[src/rtl/fetch_ctrl_pkg.sv]
// Shared types for the fetch front end: word types, reset PC,
// fetch FSM states and the redirect request bundle.
package fetch_ctrl_pkg;

    typedef logic [63:0] u64;
    typedef logic [31:0] u32;

    localparam u64 PCINIT = 64'h0000_0000_8000_0000;

    typedef enum logic [1:0] {
        IDLE,
        FETCH,
        DROP,
        WAIT_DEC
    } fetch_state_t;

    typedef struct packed {
        logic valid;
        u64   pc;
    } fetch_redirect_t;

endpackage

[src/rtl/fetch_redirect_mux.sv]
// Priority select between redirect sources (trap > branch).
// Ports: trap, br (redirect bundles) -> redir (any valid), target (winning PC).
module fetch_redirect_mux
    import fetch_ctrl_pkg::*;
(
    input  fetch_redirect_t trap,
    input  fetch_redirect_t br,
    output logic            redir,
    output u64              target
);

    always_comb begin
        redir  = trap.valid | br.valid;
        target = br.pc;
        unique case (1'b1)
            trap.valid: target = trap.pc;
            default:    target = br.pc;
        endcase
    end

endmodule

[src/rtl/fetch_ctrl.sv]
// Fetch PC sequencer: drives the instruction-bus request/response
// handshake, applies trap/branch redirects and holds one instruction
// for decode.
// Ports: clk, reset (sync, active-high); ireq_valid/ireq_addr out,
// iresp_ok/iresp_data in; if_valid/if_pc/if_instr out, if_ready in;
// redir_trap_*/redir_br_* in; pc out (current fetch PC).
module fetch_ctrl
    import fetch_ctrl_pkg::*;
#(
    parameter u64 RESET_PC    = PCINIT,
    parameter int INSTR_BYTES = 4
) (
    input  logic        clk,
    input  logic        reset,
    output logic        ireq_valid,
    output logic [63:0] ireq_addr,
    input  logic        iresp_ok,
    input  logic [31:0] iresp_data,
    output logic        if_valid,
    output logic [63:0] if_pc,
    output logic [31:0] if_instr,
    input  logic        if_ready,
    input  logic        redir_trap_valid,
    input  logic [63:0] redir_trap_pc,
    input  logic        redir_br_valid,
    input  logic [63:0] redir_br_pc,
    output logic [63:0] pc
);

    localparam u64 STEP = u64'(INSTR_BYTES);

    fetch_state_t state, state_n;
    u64           pc_q, pc_n;
    u64           pend_pc, pend_pc_n;
    u64           buf_pc, buf_pc_n;
    u32           buf_instr, buf_instr_n;

    fetch_redirect_t trap_src, br_src;
    logic            redir;
    u64              target;

    assign trap_src = '{valid: redir_trap_valid, pc: redir_trap_pc};
    assign br_src   = '{valid: redir_br_valid, pc: redir_br_pc};

    fetch_redirect_mux u_redir_mux (
        .trap   (trap_src),
        .br     (br_src),
        .redir  (redir),
        .target (target)
    );

    always_ff @(posedge clk) begin
        if (reset) begin
            state     <= IDLE;
            pc_q      <= RESET_PC;
            pend_pc   <= '0;
            buf_pc    <= '0;
            buf_instr <= '0;
        end else begin
            state     <= state_n;
            pc_q      <= pc_n;
            pend_pc   <= pend_pc_n;
            buf_pc    <= buf_pc_n;
            buf_instr <= buf_instr_n;
        end
    end

    always_comb begin
        state_n     = state;
        pc_n        = pc_q;
        pend_pc_n   = pend_pc;
        buf_pc_n    = buf_pc;
        buf_instr_n = buf_instr;
        unique case (state)
            IDLE: begin
                state_n = FETCH;
                if (redir) pc_n = target;
            end
            FETCH: begin
                if (redir && iresp_ok) begin
                    pc_n = target;
                end else if (redir) begin
                    // Request still in flight: keep the address stable
                    // and remember where to go once it returns.
                    pend_pc_n = target;
                    state_n   = DROP;
                end else if (iresp_ok) begin
                    buf_pc_n    = pc_q;
                    buf_instr_n = iresp_data;
                    pc_n        = pc_q + STEP;
                    state_n     = WAIT_DEC;
                end
            end
            DROP: begin
                if (redir) pend_pc_n = target;
                if (iresp_ok) begin
                    pc_n    = redir ? target : pend_pc;
                    state_n = FETCH;
                end
            end
            WAIT_DEC: begin
                if (redir) begin
                    pc_n    = target;
                    state_n = FETCH;
                end else if (if_ready) begin
                    state_n = FETCH;
                end
            end
            default: state_n = IDLE;
        endcase
    end

    assign ireq_valid = (state == FETCH) || (state == DROP);
    assign ireq_addr  = pc_q;
    assign pc         = pc_q;
    // A redirect kills the buffered instruction in the same cycle.
    assign if_valid   = (state == WAIT_DEC) && !redir;
    assign if_pc      = buf_pc;
    assign if_instr   = buf_instr;

endmodule

[config.mk]
export PLATFORM = sky130hd
export DESIGN_NAME = fetch_ctrl
export DESIGN_NICKNAME = d
export VERILOG_FILES = /design/src/rtl/fetch_ctrl_pkg.sv /design/src/rtl/fetch_redirect_mux.sv /design/src/rtl/fetch_ctrl.sv
export SDC_FILE = /design/constraint.sdc
export NUM_CORES = 1
export LEC_CHECK = 0
export CAP_MARGIN = 5
export CORE_ASPECT_RATIO = 1.25
export CORE_MARGIN = 1.5
export CORE_UTILIZATION = 50
export CTS_CLUSTER_DIAMETER = 200
export DETAILED_ROUTE_END_ITERATION = 16
export HOLD_SLACK_MARGIN = 0.03
export PLACE_DENSITY = 0.88
export SETUP_SLACK_MARGIN = 0.02
export SYNTH_ARGS = -nofsm -noshare
export SYNTH_HDL_FRONTEND = slang
export SYNTH_SLANG_ARGS = --single-unit
[constraint.sdc]
create_clock -name clk -period 5.8 [get_ports clk]
set_input_delay 0.58 -clock clk [delete_from_list [all_inputs] [get_ports clk]]
set_output_delay 0.58 -clock clk [all_outputs]
set_load 0.01 [all_outputs]
==> flow_summary.yaml <==
outcome:
  status: "finished, violations left"
  violations: "DRC"
synth:
  syn-instance-count: 1589
  synthAdderAreaFrac_pct: 0.420
  synth.avg_cell_area_um2: 7.49
  synth_compound_area_share_pct: 23.9
  synth_xor_area_share_pct: 0.515
  synth_top_area_share_pct: 38.0
  synth_top_family_by_area: "compound AO/OA/AOI/OAI gates"
  synth_flop_cell: "dfxtp_1"
  syn_nets: 1759
  synthMuxAreaShare_pct: 5.41
  ys_async_sr_fraction_pct: 0
  yosysSeqAreaShare_pct: 38.0
  yosysMostFrequentCell: "nand2_1"
  synth-edff-count: 0
  ys_ff_latch: 226
  yosys-top-cells-count: "nand2_1 (292), dfxtp_1 (226), a21oi_1 (169)"
  yosys.area_share.simple_pct: 23.1
  synth_top_area_cell: "dfxtp_1"
  synthDistinctLibCells: 67
  synth_warnings: 0
  syn_area_um2: 11900
  ys_top_cells_by_area: "dfxtp_1 (38%), nand2_1 (9.2%), a21oi_1 (7.1%), nor2_1 (5.0%), buf_4 (4.0%)"
clock_network:
  cts_resized: 0
  cts_tree: "done"
  cts.sinks: 226
  cts_root_buf: "clkbuf_16"
  cts-htree-levels: 1
  cts_max_path_buffers: 3
  holdBufCountCts: 0
  cts_buffers: 23
  post_cts_buffers: 0
  clkTransAtPathRegs_ns: 0.06
  clock_latency_ns: 0.51
sta:
  clock_skew_ns: 0.00934
  setup_violations: 0
  tns_ns: 0
  rsz0062_at_grt: "false"
  period_share_pct: 62.3
  slew_violations: 0
  fmax_mhz: 277
  final-hold-violation-count: 0
  worst_pin_slew_ns: 1.09
  period_needed_ns: 3.61
  relSlewSlack_pct: 27.1
final_layout:
  nNetsFinal: 2006
  antenna_cells: 0
  final_util_pct: 69.7
  final_area_um2: 16200
  fillers: 1822
  syn_to_final_growth_pct: 35.9
  drive_gt1_share_pct: 5.08
placement:
  port_buffers: 391
  gp_congestion: 0.956
  postPlaceCellArea_um2: 15400
  dpl.hpwl_mm: 29.4
critical_path:
  end_kind: "flop"
  cp-start-kind: "primary input"
  criticalPathCategory: "in2reg"
  worstPathMaxFanout: 62
  cp_data_arrival_time_ns: 4.03
  crit_required_ns: 6.21
min_path:
  hold_class: "reg2reg"
pwr:
  p_leak_nw: 5.58
  peakVddDrop_mv: 0.191
  p_per_area_nw_per_um2: 307
global_routing:
  antenna_found_initial: 1
  grt_start_max_net_pins: 117
  first_global_vias: 11900
  grtUsageTotal_pct: 32.4
  grt_overflow: 0
  grt_pass1_wl_mm: 64.9
die:
  num_rows: 62
  chipWidth_um: 141
  initial_core_util_pct: 51.3
  die_height_um: 176
  dieArea_um2: 24800
  coreArea_um2: 23200
  ios: 392
flow_run:
  cap_viol_max_count: 0
detailed_routing:
  drcViolationCount: 1
  viasPerCell: 6.13
  vias: 13100
  first_pass_iters: 12
  ant_nets: 0
  routedWlPerCell_um: 19.5
  totalWireLength_mm: 41.8
  first_iter_violations: 1496
-- sequential cells by signal (all words and copies together), names as in the netlist --
register and flops:
pend_pc 64, ireq_addr 64, if_pc 64, if_instr 32, state 2
-- final timing paths --
check	start	end	slack, ns	cells past startpoint
setup reg to reg	state[1]	pend_pc[20]	2.34	9
hold / removal	if_instr[0]	if_instr[0]	0.45	2
hold reg to reg	if_instr[0]	if_instr[0]	0.45	2
setup / recovery	redir_br_valid	pend_pc[20]	2.19	7
-- cell families (layout without fill, tap and decap cells) --
| group | count (synthesis) | in the layout |
|---|---|---|
| compound gates | 454 | 454 |
| simple gates | 628 | 628 |
| buf+inv | 208 | 470 |
| flops | 226 | 226 |
| mux | 62 | 62 |
| fa+ha+maj | 4 | 4 |
| xor+xnor | 7 | 7 |
-- placed cells by master, fill, tap and decap left out, types with 18 or more instances in the layout --
| cell type | count |
|---|---|
| dfxtp_1 | 226 |
| a211oi_1 | 44 |
| nor2_1 | 158 |
| nand2_1 | 292 |
| nand4_1 | 24 |
| clkbuf_16 | 23 |
| buf_4 | 20 |
| inv_1 | 18 |
| a21oi_1 | 169 |
| nor3_1 | 37 |
| clkdlybuf4s50_1 | 389 |
| o211ai_1 | 25 |
| mux2_2 | 19 |
| nand3_1 | 47 |
| o21ai_0 | 90 |
| mux2i_1 | 43 |
-- power breakdown --
part	leakage [nW]	total [mW]	switching, mW	internal, mW
clock	0.373	1.48	0.614	0.861
combinational	3.36	1.49	0.793	0.702
sequential	1.85	2.00	0.266	1.73
total	5.58	4.97	1.67	3.30
-- per-stage QoR --
| step | instances | setup slack (ns) | hold WS [ns] | total power, mW |
|---|---|---|---|---|
| after detailed placement | 2099 | 1.74 | 0.446 | 3.48 |
| after CTS | 2139 | 2.26 | 0.454 | 4.94 |
| final | 2139 | 2.19 | 0.452 | 4.97 |
| after floorplan | 1589 | 3.18 | 0.436 | 2.81 |
| after global routing | 2139 | 2.00 | 0.472 | 5.17 |
| after global placement | 2099 | 1.82 | 0.441 | 3.45 |
-- layout make-up --
| class | instances | area, um^2 | share of cell area, % |
|---|---|---|---|
| Multi-Input combinational cell | 1155 | 6400 | 39.6 |
| Clock buffer | 34 | 687 | 4.25 |
| Timing Repair Buffer | 411 | 4080 | 25.2 |
| Sequential cell | 226 | 4520 | 28.0 |
| Clock inverter | 6 | 58.8 | 0.363 |
| Tap cell | 288 | 360 | 2.23 |
| Inverter | 19 | 71.3 | 0.441 |
-- metal layers --
metal | vias to the layer above | global-route usage, % | routed length [um]
li1 | 6097 | - | -
met1 | 6106 | 41.9 | 16500
met2 | 810 | 54.5 | 20100
met3 | 108 | 5.53 | 3880
met4 | 0 | 10.9 | 1260
met5 | - | 0 | 0
-- critical path: stages --
cell and delay, ns:
clkdlybuf4s50_1 0.89, o21ai_1 0.70, o21ai_1 0.39, nor2_4 0.78
buf_12 0.34, nand2_1 0.11, a21oi_1 0.19
Power figures use the tool's default switching activity.
